$ cat config.mk
export PLATFORM = sky130hd
export DESIGN_NAME = mrd_pkt_sched
export DESIGN_NICKNAME = d
export VERILOG_FILES = /design/src/rtl/mrd_sched_pkg.sv /design/src/rtl/mrd_sched_ordq.sv /design/src/rtl/mrd_pkt_sched.sv
export SDC_FILE = /design/constraint.sdc
export NUM_CORES = 1
export LEC_CHECK = 0
export CAP_MARGIN = 10
export CORE_MARGIN = 5
export CORE_UTILIZATION = 30
export CTS_CLUSTER_DIAMETER = 150
export DETAILED_ROUTE_END_ITERATION = 10
export DONT_BUFFER_PORTS = 1
export PLACE_DENSITY = 0.41
export SYNTH_ARGS = -nofsm -noshare
export SYNTH_HDL_FRONTEND = slang
export SYNTH_HIERARCHICAL = 1
export SYNTH_SLANG_ARGS = --single-unit
$ cat constraint.sdc
create_clock -name clk -period 3.1 [get_ports clk]
set_input_delay 0.62 -clock clk [delete_from_list [all_inputs] [get_ports clk]]
set_output_delay 0.62 -clock clk [all_outputs]
set_load 0.05 [all_outputs]
$ cat src/rtl/mrd_sched_pkg.sv
// Shared types and constants for the two-engine packet scheduler.
package mrd_sched_pkg;

  typedef enum logic [1:0] {
    IDLE  = 2'd0,
    ROUTE = 2'd1,
    BLOCK = 2'd2
  } state_t;

  localparam int TMO_W_DEF  = 12;
  localparam int ORDQ_DEPTH = 2;

endpackage

$ cat src/rtl/mrd_sched_ordq.sv
// Two-entry FIFO of engine IDs recording the order in which packets were routed.
module mrd_sched_ordq
  import mrd_sched_pkg::*;
(
  input  logic clk,
  input  logic rst_n,
  input  logic push,
  input  logic pop,
  input  logic din,
  output logic head,
  output logic full,
  output logic empty
);

  logic       mem [ORDQ_DEPTH];
  logic [1:0] cnt;
  logic       do_pop;
  logic       do_push;

  assign empty   = (cnt == 2'd0);
  assign full    = (cnt == 2'(ORDQ_DEPTH));
  assign do_pop  = pop && !empty;
  // A pop frees a slot in the same cycle, so a full queue still accepts a push.
  assign do_push = push && (!full || do_pop);
  assign head    = mem[0];

  always_ff @(posedge clk) begin
    if (!rst_n) begin
      cnt    <= 2'd0;
      mem[0] <= 1'b0;
      mem[1] <= 1'b0;
    end else begin
      if (do_pop) begin
        mem[0] <= (do_push && cnt == 2'd1) ? din : mem[1];
        mem[1] <= (do_push && cnt == 2'd2) ? din : mem[1];
      end else if (do_push) begin
        if (cnt == 2'd0) mem[0] <= din;
        else             mem[1] <= din;
      end
      if (do_push && !do_pop)      cnt <= cnt + 2'd1;
      else if (!do_push && do_pop) cnt <= cnt - 2'd1;
    end
  end

endmodule

$ cat src/rtl/mrd_pkt_sched.sv
// Routes input packets to one of two DFT engines and tracks output order,
// dropping packets when no engine is free and aborting stalled ones.
module mrd_pkt_sched
  import mrd_sched_pkg::*;
#(
  parameter int TMO_W = TMO_W_DEF,
  parameter int NENG  = 2
) (
  input  logic       clk,
  input  logic       rst_n,
  input  logic       in_valid,
  input  logic       in_sop,
  input  logic       in_eop,
  input  logic [5:0] in_size,
  output logic       in_ready,
  input  logic [1:0] eng_ready,
  input  logic [1:0] eng_src_eop,
  output logic       eng_sel,
  output logic [1:0] eng_sop,
  output logic [1:0] eng_valid,
  output logic [1:0] eng_abort,
  output logic       out_sel,
  output logic       out_en,
  output logic [5:0] size_q,
  output logic [7:0] drop_cnt
);

  state_t           state;
  logic [TMO_W-1:0] tmo_cnt;
  logic             rr_ptr;
  logic             pick;
  logic             route_sel;
  logic             accept;
  logic             drop;
  logic             routing;
  logic             tmo_hit;
  logic             q_push;
  logic             q_pop;
  logic             q_full;
  logic             q_empty;
  logic [NENG-1:0]  sel_oh;

  assign in_ready = (state == IDLE) && (|eng_ready) && !q_full;

  // rr_ptr names the engine to prefer when both are free.
  always_comb begin
    pick = rr_ptr;
    if (eng_ready == 2'b01)      pick = 1'b0;
    else if (eng_ready == 2'b10) pick = 1'b1;
  end

  assign accept    = (state == IDLE) && in_valid && in_sop && in_ready;
  assign drop      = (state == IDLE) && in_valid && in_sop && !in_ready;
  assign routing   = accept || (state == ROUTE);
  assign route_sel = (state == IDLE) ? pick : eng_sel;
  assign sel_oh    = routing ? (NENG'(1) << route_sel) : '0;
  assign eng_sop   = {2{in_sop}} & sel_oh;
  assign eng_valid = {2{in_valid}} & sel_oh;

  assign tmo_hit = (state == ROUTE) && !(in_valid && in_eop) && (tmo_cnt == '1);
  assign q_push  = (accept && in_eop) || ((state == ROUTE) && in_valid && in_eop);
  assign q_pop   = out_en && eng_src_eop[out_sel];
  assign out_en  = !q_empty;

  mrd_sched_ordq u_ordq (
    .clk   (clk),
    .rst_n (rst_n),
    .push  (q_push),
    .pop   (q_pop),
    .din   (route_sel),
    .head  (out_sel),
    .full  (q_full),
    .empty (q_empty)
  );

  always_ff @(posedge clk) begin
    if (!rst_n) begin
      state     <= IDLE;
      eng_sel   <= 1'b0;
      size_q    <= 6'd0;
      drop_cnt  <= 8'd0;
      eng_abort <= 2'b00;
      tmo_cnt   <= '0;
      rr_ptr    <= 1'b0;
    end else begin
      eng_abort <= 2'b00;
      if ((drop || tmo_hit) && drop_cnt != 8'hFF) drop_cnt <= drop_cnt + 8'd1;
      case (state)
        IDLE: begin
          if (accept) begin
            eng_sel <= pick;
            size_q  <= in_size;
            rr_ptr  <= ~pick;
            if (!in_eop) begin
              state   <= ROUTE;
              tmo_cnt <= TMO_W'(1);
            end
          end else if (drop && !in_eop) begin
            state <= BLOCK;
          end
        end
        ROUTE: begin
          if (in_valid && in_eop) begin
            state   <= IDLE;
            tmo_cnt <= '0;
          end else if (tmo_hit) begin
            eng_abort <= 2'b01 << eng_sel;
            state     <= IDLE;
            tmo_cnt   <= '0;
          end else begin
            tmo_cnt <= tmo_cnt + TMO_W'(1);
          end
        end
        BLOCK: begin
          if (in_valid && in_eop) state <= IDLE;
        end
        default: state <= IDLE;
      endcase
    end
  end

endmodule

== Word-level counts from Yosys, hierarchy flattened ==
Memories as Yosys holds them, arrays and structs flattened.
Cells that the tools add are included.

* Memories: 1
* Logic and storage cells: 121
* RAM bits: 2
* Input port bits: 15
* Output and inout port bits: 24
* Flip-flop bits (word level): 34

* Muxes and demuxes: 40
* Shift-type cells: 2
* $lt $le $gt $ge: 1
* Reductions and logical operators: 41
* Equality and inequality tests: 14
* Bitwise operators: 10
* Add/subtract/negate cells: 4

{| class="wikitable"
|+ Memory list
! memory !! depth !! bits a word !! rd ports !! clocked after Yosys merged registers in !! wr ports !! RTL line !! source
|-
| u_ordq.mem || 2 || 1 || 2 || 0 || 2 || mrd_sched_ordq.sv:15 || <nowiki>logic mem [ORDQ_DEPTH];</nowiki>
|}

{| class="wikitable"
|+ Operators by type and width
! kind !! count
|-
| 12-bit two-way mux || 4
|-
| 1-bit two-way mux || 25
|-
| 12-bit case mux with 2 select lines || 1
|-
| 1-bit logical AND || 21
|-
| 2-bit two-way mux || 9
|-
| 12-bit by 1-bit adder with 12-bit output (second input constant) || 1
|-
| 12-bit == test (second input constant) || 1
|-
| 8-bit by 1-bit adder with 8-bit output (second input constant) || 1
|-
| 8-bit inequality test (second input constant) || 1
|-
| 1-bit logical NOT || 7
|-
| 2-bit by 1-bit == test with 1-bit output (second input constant) || 3
|-
| 2-bit == test (second input constant) || 3
|-
| 2-bit inequality test (second input constant) || 3
|-
| 3-bit by 2-bit inequality test with 1-bit output (second input constant) || 2
|-
| 2-bit case mux with 3 select lines || 1
|-
| 2-bit AND || 2
|-
| 2-bit logical NOT || 2
|-
| 1-bit logical OR || 4
|-
| 1-bit inverter || 4
|-
| 1-bit bitwise OR || 4
|-
| 4-bit AND reduction || 1
|-
| 2-bit nonzero test || 2
|-
| 4-bit OR reduction || 1
|-
| 1-bit by 1-bit left shift with 2-bit output (first input constant) || 2
|-
| other kinds (7) || 7
|}

== Depth between registers and ports, before layout ==
* Word-level depth: 12
* Mapped depth: 12
* Mapped depth without buffers: 11

== By module ==
Netlist, hierarchy kept.

{| class="wikitable"
|+ By module, submodules not included
! module !! sequential area each (sq um) !! area each (sq um) !! cells each !! instances
|-
| mrd_pkt_sched || 640.6 || 1595.3 || 198 || 1
|-
| mrd_sched_ordq || 100.1 || 296.5 || 33 || 1
|}

== Worst setup path before layout ==
OpenSTA, ideal clock, no wires.

* Path type: reg2out
* Start: register u_ordq.cnt[0]
* End: output port in_ready
* Data arrival time: 1.890 ns
* Slack: 0.590 ns
* Buffers on the path: 0
* Required time: 2.480 ns
* Cell stages (with the launch flop): 5
* Cells stage by stage: dfxtp_1 > inv_1 > ha_1 > o21bai_1 > nor3_1

* Longest elaborated chain between the ends: 3

{| class="wikitable"
|+ RTL lines
! what !! RTL line !! source
|-
| start: declaration || mrd_sched_ordq.sv:16 || <nowiki>logic [1:0] cnt;</nowiki>
|-
| start signal: assignment || mrd_sched_ordq.sv:40 || <nowiki>if (do_push && !do_pop) cnt <= cnt + 2'd1;</nowiki>
|-
| start signal: assignment || mrd_sched_ordq.sv:41 || <nowiki>else if (!do_push && do_pop) cnt <= cnt - 2'd1;</nowiki>
|-
| 2-bit == test || mrd_sched_ordq.sv:21 || <nowiki>assign full = (cnt == 2'(ORDQ_DEPTH));</nowiki>
|-
| named net q_full || mrd_pkt_sched.sv:39 || <nowiki>logic q_full;</nowiki>
|-
| 1-bit logical NOT || mrd_pkt_sched.sv:43 || <nowiki>assign in_ready = (state == IDLE) && (|eng_ready) && !q_full;</nowiki>
|-
| 1-bit logical AND || mrd_pkt_sched.sv:43 ||
|-
| end: declaration || mrd_pkt_sched.sv:15 || <nowiki>output logic in_ready,</nowiki>
|}

The timed path passes the listed nets, and every way through them passes these cells.

== Worst setup path in the final report ==
* Start: register u_ordq.cnt[0]
* End: output port eng_sop[1]

* Longest elaborated chain between the ends: 7

{| class="wikitable"
|+ RTL lines
! what !! RTL line !! source
|-
| 2-bit == test || mrd_sched_ordq.sv:21 ||
|-
| named net q_full || mrd_pkt_sched.sv:39 ||
|-
| 1-bit logical NOT || mrd_pkt_sched.sv:43 ||
|-
| 1-bit logical AND || mrd_pkt_sched.sv:43 ||
|-
| 1-bit logical AND || mrd_pkt_sched.sv:52 || <nowiki>assign accept = (state == IDLE) && in_valid && in_sop && in_ready;</nowiki>
|-
| 1-bit logical OR || mrd_pkt_sched.sv:54 || <nowiki>assign routing = accept || (state == ROUTE);</nowiki>
|-
| 2-bit two-way mux || mrd_pkt_sched.sv:56 || <nowiki>assign sel_oh = routing ? (NENG'(1) << route_sel) : '0;</nowiki>
|-
| 2-bit AND || mrd_pkt_sched.sv:57 || <nowiki>assign eng_sop = {2{in_sop}} & sel_oh;</nowiki>
|-
| end: declaration || mrd_pkt_sched.sv:19 || <nowiki>output logic [1:0] eng_sop,</nowiki>
|}

The timed path passes the listed nets, and every way through them passes these cells.

==> flow_results.org <==
** Timing
- Transition time at the pin with the least slew margin :: 659 ps
- Setup repair after global routing left no endpoint under its margin.
- In the post-route analysis, the smallest setup slack over all paths is 603 ps.
- Based on the critical path, the design can be clocked at up to 400 MHz.
- The final-report max-slew violation count is 0.
- Setup violations remaining at the end of the flow were counted as 0.
- After layout, the minimum clock period comes to 2500 ps.
- Setup total negative slack on the finished layout was measured at 0 ps.
- In this run the tightest slew margin relative to its limit is 0.560.
- Final number of hold-violating endpoints :: 0
- Final worst clock skew :: 5.37 ps
- In the finished design, the share of the clock period the worst path needs comes to 0.806.

** Clock tree
- At the later pin of the worst-skew pair, clock insertion delay measures 280 ps.
- The cell sitting at the root of the clock tree is a sky130_fd_sc_hd__clkbuf_8.
- Clock-pin slew was measured on the worst setup and hold paths at 80 ps.
- CTS Buffer Depth :: 2
- The number of setup buffers added after CTS is 0.
- Counting the buffers created by CTS gives 5.
- Depth of the CTS H-tree :: 2
- For this design, the sink count on the clock tree is 36.
- TritonCTS built the clock tree.
- Hold-fix buffers at CTS :: 0
- The number of gates resized after CTS was 0.

** Power
- The internal portion of the total power is 731 uW.
- VDD IR-drop max :: 0.237 mV
- Switching power of the nets :: 299 uW
- In this run the static leakage power is 0.000750 uW.
- The share of total power dissipated in combinational logic is 0.145.
- The share of total power dissipated in the clock network is 0.357.
- Switch share :: 0.290
- Power spread over the standard cell area amounts to 485 nW/um^2.
- Sequential power share :: 0.498
- Power comes to 1030 uW.

** Synth
- Number of distinct library cells after synthesis :: 46
- The share of synthesized area in the top cell type comes to 0.360.
- Synthesis produced a netlist with a net count of 252.
- Sorting the synthesized cells by area gives the leading types as sky130_fd_sc_hd__dfxtp_1 (36%), sky130_fd_sc_hd__nor2_1 (6.2%), sky130_fd_sc_hd__mux2i_1 (5.8%).
- Yosys mapped a number of flops with a built-in enable equal to 2.
- The mapped netlist covers 1890 sq um.
- The synthesized design contains 36 register bits.
- During synthesis, Yosys emitted a total of 6 warnings.
- Seq/Total Area, Yosys :: 0.392
- Synthesis produced a netlist whose cell count is 231.
- Mean instance size in the synthesized netlist :: 8.19 sq um
- Cell taking the most area after synthesis :: sky130_fd_sc_hd__dfxtp_1
- Dominant register cell in the synthesized netlist :: sky130_fd_sc_hd__dfxtp_1
- Share of async-settable or async-resettable flops after synthesis :: 0

** Placed design
- The HPWL after detailed placement is 3350 microns.
- Pre-CTS setup slack :: 779 ps
- The congestion estimate from routability-driven global placement came to 0.704.
- Input and output buffers added on the ports amount to 0.
- Once placement completed, the tool counted placed cells totaling 310.

** GRT
- Global routing usage on met3 :: 0.0378
- Total overflow reported by the global router :: 0
- Global-route met1 utilization :: 0.159
- The initial antenna violation count is 0.
- Entering global routing, the biggest net connects 22 pins.
- For met2 alone, demand over resource in global routing was 0.195.
- Global-route wire length before repair :: 7470 microns
- Via count of the first global-routing pass :: 1509
- Highest-utilization routing layer at the global route stage :: met2
- For this run, the total global-route usage over all layers was measured as 0.123.

** Die
- Placement row count :: 29
- In this run the standard cell core region covers 6240 sq um.
- The floorplan step set the die height to 89.4 microns.
- Number of placed I/O pins :: 39
- The floorplan step defined a die boundary enclosing 7990 sq um.
- The floorplan step set the die width to 89.4 microns.
- Initial cell density of the core :: 0.303

** Critical path
- For the worst flop-to-flop path, the logic depth is 6.
- Critical Path Sink Type :: output port
- The worst setup path is of the reg2out kind.
- Arrival time at the worst endpoint :: 1880 ps
- Kind of start point of the critical path :: register
- Maximum fanout along the worst path :: 5
- For the worst setup path, the data required time is 2480 ps.

** Cells and area
- The area growth from synthesis to layout is 12.3%.
- Measured on the finished design, the core utilization comes to 0.340.
- Sequential cell area :: 741 sq um
- In the final layout, the share of cells above drive strength 1 is 0.0917.
- Fill cells in the final layout number 664.
- Leaving out fill and tap cells, the most frequent cells in the layout are sky130_fd_sc_hd__dfxtp_1 (34), sky130_fd_sc_hd__nor2_1 (31), sky130_fd_sc_hd__nand2_1 (21).
- Leaving out fill and tap cells, the most frequent cell in the layout is sky130_fd_sc_hd__dfxtp_1.
- Non-filler instance count after layout :: 317
- Number of antenna cells inserted :: 0
- In the final layout, the multi-input gates occupy 1070 sq um.
- Number of nets in the finished design :: 261

** Drt
- In the routed design, unresolved DRC markers number 0.
- Vias after detailed routing :: 1654
- Drt total wl :: 4660 microns
- Count of TritonRoute iterations in the first routing pass :: 4
- After detailed routing, the average wire length per cell comes to 14.7 microns.
- The count of nets left with antenna violations once routing finished came out at 0.
- Dividing the detail-routed via count by the number of cells gives 5.22.
- Initial detailed-routing violation count :: 81

** Min path
- Counting instances, the worst hold path has a depth of 1.
- In this run the worst hold path is classified as in2reg.

** Run
- Max Cap Viol :: 0

** Status
- The run finished with clean final reports.
[per-layer routing]
metal	part of all wire	up-vias	routed length [microns]
met5	0	-	0
met4	0.014	0	65
met3	0.056	5	263
met2	0.45	33	2110
met1	0.48	755	2230
li1	-	861	-
[cells by family (layout without fill, tap and decap cells)]
logic type	after synthesis	count (layout)	share of synthesized area
muxes	11	11	0.0582
buffers and inverters	18	27	0.0430
AOI/OAI and AO/OA	55	55	0.189
adders and majority gates	6	6	0.0397
xor gates and xnor gates	4	4	0.0185
and+or+nand+nor	101	101	0.261
DFF	36	36	0.392
[cell type report]
cell class | count | area share
Inverter | 9 | 0.0159
Timing Repair Buffer | 11 | 0.0389
Tap cell | 77 | 0.0453
Sequential cell | 36 | 0.349
Multi-Input combinational cell | 177 | 0.506
Clock buffer | 7 | 0.0453
[path summary, 6_finish.rpt]
check                                endpoint     startpoint  slack, ps
worst min register to register    tmo_cnt[11]    tmo_cnt[11]        490
worst max-delay path               eng_sop[1]  u_ordq/cnt[0]        600
worst min-delay path            u_ordq/cnt[1]          rst_n        460
worst max register to register    drop_cnt[5]     tmo_cnt[0]        740
[state kept, by name, indices dropped and copies added (netlist names)]
name        cells
tmo_cnt        12
state           2
drop_cnt        8
eng_sel         1
size_q          6
u_ordq/cnt      2
u_ordq/mem      2
eng_abort       2
rr_ptr          1
[critical path: stages, from the launching register on]
cell and delay (ps):
sky130_fd_sc_hd__dfxtp_1 380, sky130_fd_sc_hd__inv_1 80, sky130_fd_sc_hd__ha_1 260, sky130_fd_sc_hd__nor2_1 150, sky130_fd_sc_hd__and4_1 260, sky130_fd_sc_hd__o21ai_0 150
sky130_fd_sc_hd__nor2_1 110, sky130_fd_sc_hd__buf_4 200
[stage by stage]
step / area [sq um] / hold WS (ps)
after detailed placement: 2030 / 464
final: 2120 / 456
after floorplan: 1890 / 439
after global placement: 2030 / 468
after global routing: 2120 / 445
after CTS: 2120 / 443
[power groups by stage]
| stage | Clock, uW | Combinational, uW | Sequential, uW |
|---|---|---|---|
| 2_1_floorplan | 0 | 119 | 520 |
| 3_3_place_gp | 0 | 151 | 523 |
| 3_5_place_dp | 0 | 150 | 524 |
| 4_1_cts | 383 | 151 | 513 |
| 5_1_grt | 403 | 164 | 515 |
| 6_report | 368 | 149 | 513 |
[cell usage after synthesis (2+ instances only)]
master,n
sky130_fd_sc_hd__buf_2,4
sky130_fd_sc_hd__and2_1,4
sky130_fd_sc_hd__o211ai_1,3
sky130_fd_sc_hd__nand2b_1,6
sky130_fd_sc_hd__nand2_1,21
sky130_fd_sc_hd__a21oi_1,13
sky130_fd_sc_hd__xor2_1,2
sky130_fd_sc_hd__nand4_1,4
sky130_fd_sc_hd__nor2_1,31
sky130_fd_sc_hd__xnor2_1,2
sky130_fd_sc_hd__a211oi_1,2
sky130_fd_sc_hd__nand3_1,11
sky130_fd_sc_hd__dfxtp_1,34
sky130_fd_sc_hd__o21ai_0,11
sky130_fd_sc_hd__o31ai_1,4
sky130_fd_sc_hd__ha_1,6
sky130_fd_sc_hd__a31oi_1,7
sky130_fd_sc_hd__or3_1,3
sky130_fd_sc_hd__or4_1,4
sky130_fd_sc_hd__inv_1,9
sky130_fd_sc_hd__nor4_1,3
sky130_fd_sc_hd__mux2i_1,11
sky130_fd_sc_hd__a41oi_1,2
sky130_fd_sc_hd__edfxtp_1,2
sky130_fd_sc_hd__clkbuf_1,3
sky130_fd_sc_hd__nor3_1,8
sky130_fd_sc_hd__o31a_1,2
Note: power is estimated with default switching activity, not from simulation.
